$ cat src/rtl/counter_pkg.sv
// rtl/counter_pkg.sv - shared JK encodings and load clamping for the JK up/down counter
package counter_pkg;

    // {J, K} pair driven into one JK flip-flop
    typedef logic [1:0] jk_t;

    localparam jk_t JK_HOLD = 2'b00;
    localparam jk_t JK_CLR  = 2'b01;
    localparam jk_t JK_SET  = 2'b10;
    localparam jk_t JK_TGL  = 2'b11;

    // Limit a load value to the legal count range 0..mod-1
    function automatic logic [31:0] clamp_to_mod(input logic [31:0] value, input logic [31:0] mod);
        if (value > mod - 32'd1) begin
            return mod - 32'd1;
        end
        return value;
    endfunction

endpackage

$ cat src/rtl/jk_ff.sv
// rtl/jk_ff.sv - single-bit JK flip-flop with asynchronous active-low reset
module jk_ff
    import counter_pkg::*;
(
    input  logic clk,
    input  logic rst_n,
    input  logic j,
    input  logic k,
    output logic q
);

    logic q_d;
    logic q_q;

    // JK characteristic: hold, clear, set or toggle
    always_comb begin
        q_d = q_q;
        case ({j, k})
            JK_HOLD: q_d = q_q;
            JK_CLR:  q_d = 1'b0;
            JK_SET:  q_d = 1'b1;
            JK_TGL:  q_d = ~q_q;
        endcase
    end

    // State register, cleared immediately by reset
    always_ff @(posedge clk or negedge rst_n) begin
        if (!rst_n) begin
            q_q <= 1'b0;
        end else begin
            q_q <= q_d;
        end
    end

    assign q = q_q;

endmodule

$ cat src/rtl/sync_updown_jk_counter.sv
// rtl/sync_updown_jk_counter.sv - parametrised up/down modulus counter built from JK flip-flops
module sync_updown_jk_counter
    import counter_pkg::*;
#(
    parameter int WIDTH    = 4,
    parameter int MOD      = 2 ** WIDTH,
    parameter int SATURATE = 0
) (
    input  logic             clk,
    input  logic             reset,
    input  logic             en,
    input  logic             up,
    input  logic             load,
    input  logic [WIDTH-1:0] din,
    output logic [WIDTH-1:0] q,
    output logic             tc,
    output logic             wrap
);

    localparam logic [WIDTH-1:0] MAX_VAL = WIDTH'(MOD - 1);

    logic [WIDTH-1:0]      cnt_q;
    logic [WIDTH-1:0]      load_val;
    logic [WIDTH-1:0]      wrap_target;
    jk_t  [WIDTH-1:0]      jk;
    logic                  at_max;
    logic                  at_zero;
    logic                  boundary;
    logic                  chain;
    logic                  wrap_d;
    logic                  wrap_q;

    assign load_val    = WIDTH'(clamp_to_mod(32'(din), 32'(MOD)));
    assign wrap_target = up ? '0 : MAX_VAL;

    // Detect an enabled count that would step past either end of the range
    always_comb begin
        at_max   = (cnt_q == MAX_VAL);
        at_zero  = (cnt_q == '0);
        boundary = en & ((up & at_max) | (~up & at_zero));
    end

    // J/K excitation: binary toggle chain, overridden by load, wrap or saturate
    always_comb begin
        jk    = '{default: JK_HOLD};
        chain = en;
        for (int i = 0; i < WIDTH; i++) begin
            jk[i] = chain ? JK_TGL : JK_HOLD;
            chain = chain & (up ? cnt_q[i] : ~cnt_q[i]);
        end
        if (load) begin
            for (int i = 0; i < WIDTH; i++) begin
                jk[i] = load_val[i] ? JK_SET : JK_CLR;
            end
        end else if (boundary) begin
            for (int i = 0; i < WIDTH; i++) begin
                if (SATURATE == 0) begin
                    jk[i] = wrap_target[i] ? JK_SET : JK_CLR;
                end else begin
                    jk[i] = JK_HOLD;
                end
            end
        end
    end

    // Counter bits, one JK flip-flop each
    for (genvar i = 0; i < WIDTH; i++) begin : g_bit
        jk_ff u_jk_ff (
            .clk   (clk),
            .rst_n (reset),
            .j     (jk[i][1]),
            .k     (jk[i][0]),
            .q     (cnt_q[i])
        );
    end

    // A wrap happens only on an enabled, non-load boundary step in wrap mode
    always_comb begin
        wrap_d = 1'b0;
        if (!load && boundary && (SATURATE == 0)) begin
            wrap_d = 1'b1;
        end
    end

    // Wrap pulse register, one cycle after the wrapping edge
    always_ff @(posedge clk or negedge reset) begin
        if (!reset) begin
            wrap_q <= 1'b0;
        end else begin
            wrap_q <= wrap_d;
        end
    end

    assign q    = cnt_q;
    assign wrap = wrap_q;
    assign tc   = boundary & ~load;

endmodule

$ cat config.mk
export PLATFORM = sky130hd
export DESIGN_NAME = sync_updown_jk_counter
export DESIGN_NICKNAME = d
export VERILOG_FILES = /design/src/rtl/counter_pkg.sv /design/src/rtl/jk_ff.sv /design/src/rtl/sync_updown_jk_counter.sv
export SDC_FILE = /design/constraint.sdc
export NUM_CORES = 1
export LEC_CHECK = 0
export BUFFER_PORTS_ARGS = -buffer_cell sky130_fd_sc_hd__buf_2
export CORE_AREA = 2 2 39 41
export DETAILED_ROUTE_END_ITERATION = 6
export DIE_AREA = 0 0 41 43
export SETUP_SLACK_MARGIN = 0.05
export SLEW_MARGIN = 15
export SYNTH_ARGS = -nofsm -noshare
export SYNTH_HDL_FRONTEND = slang
export SYNTH_SLANG_ARGS = --single-unit
$ cat constraint.sdc
create_clock -name clk -period 2.1 [get_ports clk]
set_input_delay 0.315 -clock clk [delete_from_list [all_inputs] [get_ports clk]]
set_output_delay 0.315 -clock clk [all_outputs]
set_load 0.005 [all_outputs]
# After elaboration in Yosys (flattened, before gate mapping)
# Index checks and enable logic that the tools add are counted.
# W data, S select, Z words.
word_totals:
  register_bits: 5
  in_bits: 9
  output_inout_bits: 6
  word_cells: 62
classes:
  eq_ne: 13
  mux: 23
  bitwise: 14
  reduce_logical: 7
ops:
  columns: ["cell", "count"]
  rows:
  - ["$mux W2", 12]
  - ["$eq A2 B2 Y1 const B", 8]
  - ["$mux W8", 2]
  - ["$pmux W1 S3", 4]
  - ["$eq A2 B1 Y1 const B", 4]
  - ["$logic_not A2 Y1", 4]
  - ["$and A1 B1 Y1", 7]
  - ["$not A1 Y1", 6]
  - ["$eq A4 B4 Y1 const B", 1]
  - ["$logic_not A4 Y1", 1]
  - ["$mux W1", 4]
  - ["$mux W4", 1]
  - ["$logic_and A1 B1 Y1", 1]
  - ["$logic_not A1 Y1", 1]
  - ["$or A1 B1 Y1", 1]

# Longest topological paths before layout
# Gate-level depths: netlist of the first run.
logic_depth:
  word_depth: 10
  depth_mapped: 4

# Hierarchy
# From an unflattened synthesis of the first run, not the netlist that was laid out.
hier_totals:
  cells_unflattened: 48
  hier_area_um2: 382.9
by_module_without_submodules:
  columns: ["mod", "n_inst", "cells_each", "area_each_um2", "seq_area_each_um2"]
  rows:
  - ["sync_updown_jk_counter", 1, 36, 247.7, 25.0]
  - ["jk_ff", 4, 3, 33.8, 25.0]

# Worst setup path before layout of the first run
# Ideal clock, no wire load.
synth_path:
  path_kind: "register -> output"
  startpoint: "register g_bit[0].u_jk_ff.q_q"
  endpoint: "output port tc"
  arrival_time_ns: 1.211
  path_slack_ns: 0.574
  path_stages_with_launch: 5
  n_path_buf: 0
  cell_sequence: "dfrtp_1 -> or3_4 -> nor3_2 -> nor2b_1 -> nor3_1"
synth_via:
  elab_chain_cells: 5
  elab_cells_between_ends: 7
  cone_classes: "1 x eq/ne; 5 x bitwise; 1 x reduce/logical"
synth_lines:
  columns: ["element", "line_no", "text"]
  rows:
  - ["start: declaration", "jk_ff.sv:13", "logic q_q;"]
  - ["start signal: assignment", "jk_ff.sv:31", "q_q <= q_d;"]
  - ["$eq A4 B4 Y1 / $logic_not A4 Y1 (equally long branches)", "sync_updown_jk_counter.sv:38, sync_updown_jk_counter.sv:39", null]
  - ["$and A1 B1 Y1", "sync_updown_jk_counter.sv:40", "boundary = en & ((up & at_max) | (~up & at_zero));"]
  - ["$or A1 B1 Y1 (*)", "sync_updown_jk_counter.sv:40", null]
  - ["$and A1 B1 Y1 (*)", "sync_updown_jk_counter.sv:40", null]
  - ["$and A1 B1 Y1 (*)", "sync_updown_jk_counter.sv:96", "assign tc = boundary & ~load;"]
  - ["end: declaration", "sync_updown_jk_counter.sv:16", "output logic tc,"]
# Mark *: on every way between the ends. The rest lies on a longest branch, timed or not.

# Final worst setup path of the first run
# Same ends and word-level chain as after synthesis.

==> impl_metrics.json, run 1 <==
{
  "outcome": "completed",
  "path_delay_family": "simple AND/OR/NAND/NOR gates",
  "synthMuxAreaShare_pct": 3.32,
  "hp-class": "in2reg",
  "powerDensity_mw_per_mm2": 716,
  "synth-main-ff-cell": "dfrtp_1",
  "cts_tree": "yes",
  "ys_ff_latch": 5,
  "netlist_area_um2": 339,
  "cts-buffers-inserted": 3,
  "max-vdd-ir-drop_uv": 223,
  "synth_compound_area_share_pct": 17.3,
  "initial_utilization_pct": 24.5,
  "post-route-period-util_pct": 91.1,
  "synth_fp_nets": 44,
  "synth_top_family_by_area": "simple AND/OR/NAND/NOR gates",
  "period_needed_ns": 1.91,
  "port_buffers": 14,
  "synth_xor_area_share_pct": 10.3,
  "synth_area_per_cell_um2": 9.69,
  "multi_input_area_um2": 185,
  "slew_headroom_pct": 82.7,
  "htreeDepth": 1,
  "setup_ws_ns": 0.188,
  "place_hpwl_um": 512,
  "max_freq_ghz": 0.523,
  "dp.cells": 61,
  "num_vias": 279,
  "fin_cells": 66,
  "yosysUniqueCellTypes": 21,
  "netlist_top_cells_count": "dfrtp_1, buf_4, xnor2_1",
  "synth.most_common_cell": "dfrtp_1",
  "track_usage_pct": 10.6,
  "dieArea_mm2": 0.00176,
  "areaGrowthSynthToFinish_pct": 29.9,
  "final_nets": 60,
  "worstPathRequired_ns": 1.78,
  "setup_viol": 0,
  "finalSetupTns_ns": 0,
  "hold_start": "din[0]",
  "drive_gt1_share_pct": 50.0,
  "drtPass1Iterations": 2,
  "path_depth": 5,
  "synth_top_cell_area_share_pct": 36.9,
  "clkSinkCount": 5,
  "path_buf_inv": 1,
  "dpl_cell_area_um2": 399,
  "fin_skew_ns": 0.000447,
  "grt_pass1_wl_um": 1250,
  "grt_setup_unrepaired": "false",
  "syn_inst": 35,
  "fillers": 165,
  "r2r-end": "g_bit[3].u_jk_ff.q$_DFFE_PN0P_",
  "place_congestion": 0.681,
  "synth_area_leaders": "dfrtp_1, buf_4, xnor2_1",
  "end_kind": "output pin",
  "synth-async-reset-ratio_pct": 100,
  "finalHoldViolCount": 0,
  "fp.dieH_um": 43,
  "io_pins": 15,
  "finalWirelength_um": 677,
  "ys_warn_count": 0,
  "synthSimpleGateAreaFrac_pct": 22.1,
  "cap_violations": 0,
  "dr.first_iter.drc_count": 2,
  "cp_cell_sequence": "or3_4 -> nor3_2 -> nor2b_1 -> nor3_2 -> buf_2",
  "cp_slowest_cell": "dfrtp_1",
  "worstSetupStartpointType": "flip-flop",
  "r2r_slack_ns": 0.71,
  "cts_buffer_depth": 2,
  "slowest_delay_ns": 0.44,
  "worstMarginPinSlew_ns": 0.259,
  "grt_max_degree": 9,
  "diodes": 0,
  "crit_arrival_ns": 1.60,
  "grt_pass1_vias": 313,
  "worstSetupStartpoint": "g_bit[0].u_jk_ff.q$_DFFE_PN0P_",
  "total_power_w": 0.000315,
  "placement_rows": 14,
  "final_max_slew_viol_count": 0,
  "worst_path_most_repeated_cell": "nor3_2",
  "p_leak_nw": 0.206,
  "synth_edf_count": 0,
  "r2r_start": "g_bit[0].u_jk_ff.q$_DFFE_PN0P_",
  "synth_area_leader_cell": "dfrtp_1",
  "grt.overflow.total": 0,
  "antenna_found_initial": 0,
  "path_max_fanout": 7,
  "insertion_delay_ns": 0.24,
  "via_per_inst": 4.23,
  "crit_path_end": "tc",
  "drc": 0,
  "placeableCoreArea_mm2": 0.00138,
  "regArea_um2": 125,
  "fin_area_um2": 440,
  "die_x_um": 41,
  "place_ws_ns": 0.374,
  "synthAdderAreaFrac_pct": 0,
  "root_buffer": "clkbuf_4",
  "crit_type": "reg2out",
  "wire_per_inst_um": 10.3,
  "r2r_cells": 4,
  "postRouteAntennaNets": 0,
  "synth_seq_area_share_pct": 36.9,
  "clkTransAtPathRegs_ns": 0.04
}
[placed cells by master, fill, tap and decap left out]
| cell type | count |
|---|---|
| a21o_1 | 1 |
| a21oi_1 | 1 |
| a21oi_2 | 1 |
| and3_2 | 2 |
| buf_2 | 14 |
| clkbuf_1 | 1 |
| clkbuf_4 | 3 |
| dfrtp_1 | 5 |
| dlygate4sd3_1 | 1 |
| inv_1 | 1 |
| mux2_2 | 1 |
| nand2_1 | 2 |
| nand3_1 | 1 |
| nor2_1 | 1 |
| nor2b_1 | 2 |
| nor3_1 | 1 |
| nor3_2 | 2 |
| o21a_1 | 1 |
| o21ai_0 | 2 |
| o21ai_1 | 1 |
| o221ai_2 | 1 |
| or3_4 | 1 |
| xnor2_1 | 3 |
| xor2_1 | 1 |
[kinds of logic after synthesis]
logic type | count (synthesis)
buf+inv | 5
xor+xnor | 4
mux | 1
flops | 5
compound gates | 8
simple gates | 12
[per-layer routing]
metal / track usage, % / part of all wire (%) / up-vias
met4: 10.0 / 0 / 0
met2: 15.6 / 52 / 6
met5: 0 / 0 / -
met3: 1.57 / 5.6 / 0
li1: - / - / 149
met1: 12.1 / 42 / 124
[how the worst min path moves through the flow]
stage                                                end  slack, ns  cells past startpoint
after global routing      g_bit[0].u_jk_ff.q$_DFFE_PN0P_       0.31                      3
after detailed placement  g_bit[2].u_jk_ff.q$_DFFE_PN0P_       0.14                      1
after floorplan           g_bit[0].u_jk_ff.q$_DFFE_PN0P_       0.02                      0
after global placement    g_bit[2].u_jk_ff.q$_DFFE_PN0P_       0.13                      1
final                     g_bit[0].u_jk_ff.q$_DFFE_PN0P_       0.28                      3
after CTS                 g_bit[0].u_jk_ff.q$_DFFE_PN0P_       0.27                      3
[worst min-delay path, cell delays in order]
cell,delay (ns)
buf_2,0.07
nand2_1,0.04
o21ai_0,0.05
[power by group]
group / total, W / internal [W] / switching, W
Clock: 0.000108 / 0.0000716 / 0.0000362
Sequential: 0.000128 / 0.000109 / 0.0000192
Combinational: 0.0000794 / 0.0000451 / 0.0000343
[area by class of cell]
type                            instances  share of cell area (%)
Timing Repair Buffer                   15                    18.2
Inverter                                1                   0.852
Sequential cell                         5                    28.4
Multi-Input combinational cell         25                    42.0
Clock buffer                            4                    5.97
Tap cell                               16                    4.55
[metrics by stage]
step,util [%],hold slack (ns)
2_1_floorplan,-,0.0194
4_1_cts,31.5,0.270
3_3_place_gp,28.8,0.134
3_5_place_dp,28.8,0.135
6_report,31.8,0.282
5_1_grt,31.8,0.313
[sequential cells by signal, indices dropped and copies added (netlist names)]
register and cells:
g_bit.u_jk_ff.q 4, wrap 1
[what timing repair did]
action	4_1_cts	5_1_grt
hold endpoints to repair	5	0
resized for setup	0	1
hold buffers	1	0
buffers inserted	0	0
endpoints found under the setup margin	0	1
(Power assumes the default switching activity.)
==> run 2: changes to the inputs <==
==> constraint.sdc (replaced) <==
create_clock -name clk -period 1.6 [get_ports clk]
set_input_delay 0.24 -clock clk [delete_from_list [all_inputs] [get_ports clk]]
set_output_delay 0.24 -clock clk [all_outputs]
set_load 0.005 [all_outputs]
==> impl_metrics.json, run 2 (same netlist as run 1, synthesis figures left out) <==
{
  "placement_rows": 14,
  "root_buffer": "clkbuf_4",
  "worstMarginPinSlew_ns": 0.291,
  "via_per_inst": 4.25,
  "hold_start": "din[0]",
  "num_vias": 289,
  "slew_headroom_pct": 80.6,
  "final_common_cell": "buf_2",
  "grt_setup_unrepaired": "true",
  "slowest_delay_ns": 0.39,
  "insertion_delay_ns": 0.25,
  "pwr-share-seq_pct": 37.8,
  "drive_gt1_share_pct": 55.8,
  "drc": 0,
  "hp-class": "in2reg",
  "max-vdd-ir-drop_uv": 370,
  "cts_buffer_depth": 2,
  "worstPathRequired_ns": 1.36,
  "crit_arrival_ns": 1.51,
  "dpl_cell_area_um2": 414,
  "fin_skew_ns": 0.00640,
  "r2r_start": "g_bit[2].u_jk_ff.q$_DFFE_PN0P_",
  "outcome": "complete, but fails checks",
  "finalHoldViolCount": 0,
  "max_freq_ghz": 0.572,
  "setup_ws_ns": -0.149,
  "grt_pass1_vias": 308,
  "postRouteAntennaNets": 0,
  "diodes": 0,
  "grt.overflow.total": 0,
  "fin_cells": 68,
  "finalSetupTns_ns": -0.149,
  "r2r_cells": 4,
  "period_needed_ns": 1.75,
  "place_hpwl_um": 544,
  "port_buffers": 14,
  "place_congestion": 0.686,
  "pwr-share-clk_pct": 33.8,
  "layout_common_cells": "buf_2, dfrtp_1, xnor2_1, clkbuf_4",
  "dp.cells": 63,
  "initial_utilization_pct": 24.5,
  "antenna_found_initial": 0,
  "final_util_pct": 33.6,
  "clkSinkCount": 5,
  "end_kind": "output pin",
  "path_max_fanout": 3,
  "htreeDepth": 1,
  "dieArea_mm2": 0.00176,
  "grt_pass1_wl_um": 1250,
  "setup_viol": 1,
  "fp.dieH_um": 43,
  "clkTransAtPathRegs_ns": 0.05,
  "die_x_um": 41,
  "cap_violations": 0,
  "p_comb_share_pct": 28.4,
  "cts_tree": "yes",
  "io_pins": 15,
  "failed_checks": "negative setup slack",
  "hold_depth": 3,
  "path_buf_inv": 1,
  "cp_slowest_cell": "dfrtp_1",
  "final_nets": 62,
  "wire_per_inst_um": 10.6,
  "switching_share_pct": 30.3,
  "hold_end": "g_bit[0].u_jk_ff.q$_DFFE_PN0P_",
  "p_leak_nw": 0.222,
  "cts_setup_buffers": 0,
  "finalWirelength_um": 719,
  "cp_cell_sequence": "or3_4 -> nor3_4 -> nor2b_2 -> nor3_2 -> buf_2",
  "drtPass1Iterations": 2,
  "switchingPower_w": 0.000132,
  "largest_reg_flops": 4,
  "placeableCoreArea_mm2": 0.00138,
  "track_usage_pct": 11.2,
  "r2r_slack_ns": 0.27,
  "crit_type": "reg2out",
  "grt_max_degree": 9,
  "cts-buffers-inserted": 3,
  "final_max_slew_viol_count": 0,
  "worstSetupStartpointType": "flip-flop",
  "p_int_w": 0.000303,
  "areaGrowthSynthToFinish_pct": 37.3,
  "post-route-period-util_pct": 109,
  "powerDensity_mw_per_mm2": 934,
  "r2r-end": "g_bit[3].u_jk_ff.q$_DFFE_PN0P_",
  "fin_area_um2": 465,
  "path_delay_family": "simple AND/OR/NAND/NOR gates",
  "dr.first_iter.drc_count": 2
}
## run 2: worst register-to-register path, cell delays in order (launching register included)
cell and delay (ns):
dfrtp_1 0.39, or3_4 0.39, o21a_1 0.19, o221ai_2 0.17, a21oi_2 0.07
## run 2: power by group through the flow
stage          Clock [W]  Sequential [W]  Combinational (W)
6_report        0.000147        0.000165           0.000123
5_1_grt         0.000163        0.000168           0.000139
4_1_cts         0.000157        0.000165           0.000125
3_5_place_dp           0        0.000164           0.000119
3_3_place_gp           0        0.000163           0.000118
2_1_floorplan          0        0.000165          0.0000836
## run 2: through the flow
stage	total power, W	setup WS [ns]	hold WS (ns)
2_1_floorplan	0.000248	0.149	-0.0556
3_3_place_gp	0.000281	0.0916	0.0603
3_5_place_dp	0.000283	0.0148	0.0611
4_1_cts	0.000447	-0.187	0.181
5_1_grt	0.000470	-0.250	0.207
6_report	0.000435	-0.149	0.192
## run 2: layer usage
| layer | up-vias | global-route usage (%) | routed length, µm |
|---|---|---|---|
| met3 | 0 | 3.14 | 38 |
| li1 | 151 | - | - |
| met1 | 132 | 12.5 | 297 |
| met5 | - | 0 | 0 |
| met4 | 0 | 10.0 | 0 |
| met2 | 6 | 16.3 | 383 |
## run 2: worst max path at each step
| stage | from | cells past startpoint | end | slack (ns) |
|---|---|---|---|---|
| after floorplan | g_bit[0].u_jk_ff.q$_DFFE_PN0P_ | 4 | tc | 0.15 |
| after global placement | g_bit[2].u_jk_ff.q$_DFFE_PN0P_ | 5 | tc | 0.09 |
| after detailed placement | g_bit[2].u_jk_ff.q$_DFFE_PN0P_ | 5 | tc | 0.01 |
| after CTS | g_bit[2].u_jk_ff.q$_DFFE_PN0P_ | 5 | tc | -0.19 |
| after global routing | g_bit[0].u_jk_ff.q$_DFFE_PN0P_ | 5 | tc | -0.25 |
| final | g_bit[2].u_jk_ff.q$_DFFE_PN0P_ | 5 | tc | -0.15 |
## run 2: area by class of cell
cell class / instances / area (µm²)
fillers: 155 / 918
multi-input cells: 25 / 194
flip-flops and latches: 5 / 125
repair buffers: 17 / 95.1
clock buffers: 3 / 22.5
well taps: 16 / 20.0
clock inverters: 1 / 5.00
inverters: 1 / 3.75
## run 2: timing repair
item	CTS	global route
gates resized for setup	2	1
pin swaps	0	0
cloned	0	0
hold endpoints to repair	5	0
hold buffers	1	0
endpoints found under the setup margin	1	1
==> run 3: changes to the inputs <==
--- a/config.mk
+++ b/config.mk
@@ -9,6 +9,8 @@
 export CORE_AREA = 2 2 39 41
 export DETAILED_ROUTE_END_ITERATION = 6
 export DIE_AREA = 0 0 41 43
+export GPL_ROUTABILITY_DRIVEN = 1
+export GPL_TIMING_DRIVEN = 0
 export SETUP_SLACK_MARGIN = 0.05
 export SLEW_MARGIN = 15
 export SYNTH_ARGS = -nofsm -noshare
==> impl_metrics.json, run 3 (same netlist as run 1, synthesis figures left out) <==
{
  "via_per_inst": 4.31,
  "slew_headroom_pct": 80.3,
  "track_usage_pct": 8.70,
  "dieArea_mm2": 0.00176,
  "htreeDepth": 1,
  "setup_viol": 1,
  "slowest_delay_ns": 0.39,
  "initial_utilization_pct": 24.5,
  "cp_cell_sequence": "or3_4 -> nor3_4 -> nor2b_1 -> nor3_2 -> buf_2",
  "drtPass1Iterations": 4,
  "final_max_slew_viol_count": 0,
  "layout_common_cells": "buf_2, buf_4, dfrtp_1",
  "grt.overflow.total": 0,
  "drive_gt1_share_pct": 58.6,
  "areaGrowthSynthToFinish_pct": 49.8,
  "worstMarginPinSlew_ns": 0.295,
  "grt_pass1_vias": 277,
  "final_common_cell": "buf_2",
  "root_buffer": "clkbuf_4",
  "end_kind": "output pin",
  "worstPathRequired_ns": 1.36,
  "fin_skew_ns": 0.00390,
  "setup_ws_ns": -0.135,
  "largest_reg_flops": 4,
  "fp.dieH_um": 43,
  "cts-buffers-inserted": 3,
  "dpl_cell_area_um2": 429,
  "outcome": "complete, but fails checks",
  "cts_tree": "yes",
  "post-route-period-util_pct": 108,
  "port_buffers": 14,
  "drc": 0,
  "io_pins": 15,
  "cp_slowest_cell": "or3_4",
  "worstSetupStartpointType": "flip-flop",
  "final_nets": 68,
  "clkTransAtPathRegs_ns": 0.04,
  "max_freq_ghz": 0.576,
  "placeableCoreArea_mm2": 0.00138,
  "place_congestion": 0.678,
  "failed_checks": "negative setup slack",
  "p_leak_nw": 0.245,
  "dr.first_iter.drc_count": 1,
  "clkSinkCount": 5,
  "grt_max_degree": 9,
  "max-vdd-ir-drop_uv": 404,
  "finalWirelength_um": 696,
  "placement_rows": 14,
  "fillers": 156,
  "die_x_um": 41,
  "crit_type": "reg2out",
  "total_power_w": 0.000454,
  "period_needed_ns": 1.73,
  "fin_area_um2": 508,
  "cts_buffer_depth": 2,
  "wire_per_inst_um": 9.41,
  "powerDensity_mw_per_mm2": 894,
  "antenna_found_initial": 0,
  "crit_arrival_ns": 1.49,
  "finalHoldViolCount": 0,
  "grt_pass1_wl_um": 1030,
  "path_max_fanout": 3,
  "hp-class": "in2reg",
  "num_vias": 319,
  "insertion_delay_ns": 0.24,
  "diodes": 0,
  "cap_violations": 0,
  "postRouteAntennaNets": 0,
  "grt_setup_unrepaired": "true"
}
==> run 3: cell types whose count changed in the layout (fill, tap and decap cells not counted), sizes merged <==
cell and change:
buf +6, clkbuf +1, clkinv -1
==> run 3: path summary, 6_finish.rpt <==
kind | end | from | slack [ns] | cells after the start
setup reg to reg | g_bit[3].u_jk_ff.q$_DFFE_PN0P_ | g_bit[2].u_jk_ff.q$_DFFE_PN0P_ | 0.15 | 5
max in group asynchronous | g_bit[0].u_jk_ff.q$_DFFE_PN0P_ | reset | 1.12 | 2
hold / removal | g_bit[0].u_jk_ff.q$_DFFE_PN0P_ | din[0] | 0.20 | 3
hold reg to reg | g_bit[0].u_jk_ff.q$_DFFE_PN0P_ | g_bit[0].u_jk_ff.q$_DFFE_PN0P_ | 0.70 | 3
setup / recovery | tc | g_bit[2].u_jk_ff.q$_DFFE_PN0P_ | -0.13 | 5
min in group asynchronous | g_bit[2].u_jk_ff.q$_DFFE_PN0P_ | reset | 0.34 | 2
==> run 3: per-stage QoR <==
stage	TNS [ns]	worst slack, ns	hold slack [ns]	utilization (%)	cells
final	-0.135	-0.135	0.202	36.7	74
after global routing	-0.201	-0.201	0.217	36.7	74
after CTS	-0.178	-0.178	0.196	36.7	74
after detailed placement	-0.0773	-0.0773	0.0570	31.0	65
after global placement	-0.0773	-0.0773	0.0564	31.0	65
after floorplan	0	0.149	-0.0556	-	35
==> run 3: report_power, final <==
part           internal, W  switching, W  leakage [nW]
Combinational    0.0000902     0.0000582         0.170
Sequential        0.000143     0.0000216        0.0600
Clock            0.0000939     0.0000466        0.0150
==> run 3: final cells by class <==
class                   instances  area, µm²  share of cell area (%)
flip-flops and latches          5        126                    24.9
inverters                       1       3.75                   0.739
plain buffers                   4       30.0                    5.91
clock buffers                   4       26.3                    5.17
repair buffers                 19        110                    21.7
well taps                      16       20.0                    3.94
multi-input cells              25        191                    37.7
==> run 3: per-layer routing <==
layer	up-vias	track usage, %	share of wire (%)
li1	168	-	-
met1	141	8.55	35
met2	8	15.0	55
met3	2	1.57	6.5
met4	0	6.00	2.4
met5	-	0	0
==> run 3: what timing repair did <==
action	in CTS	in global routing
gates resized for setup	3	0
setup buffers	4	0
hold endpoints to repair	5	0
pin swaps	2	1
setup endpoints to repair	1	1
hold buffers	1	0
==> run 3: critical path, delay by kind of cell (launching register included) <==
| kind | cells | cell delay (ns) |
|---|---|---|
| and+or+nand+nor | 4 | 0.72 |
| DFF | 1 | 0.38 |
| buffers and inverters | 1 | 0.14 |
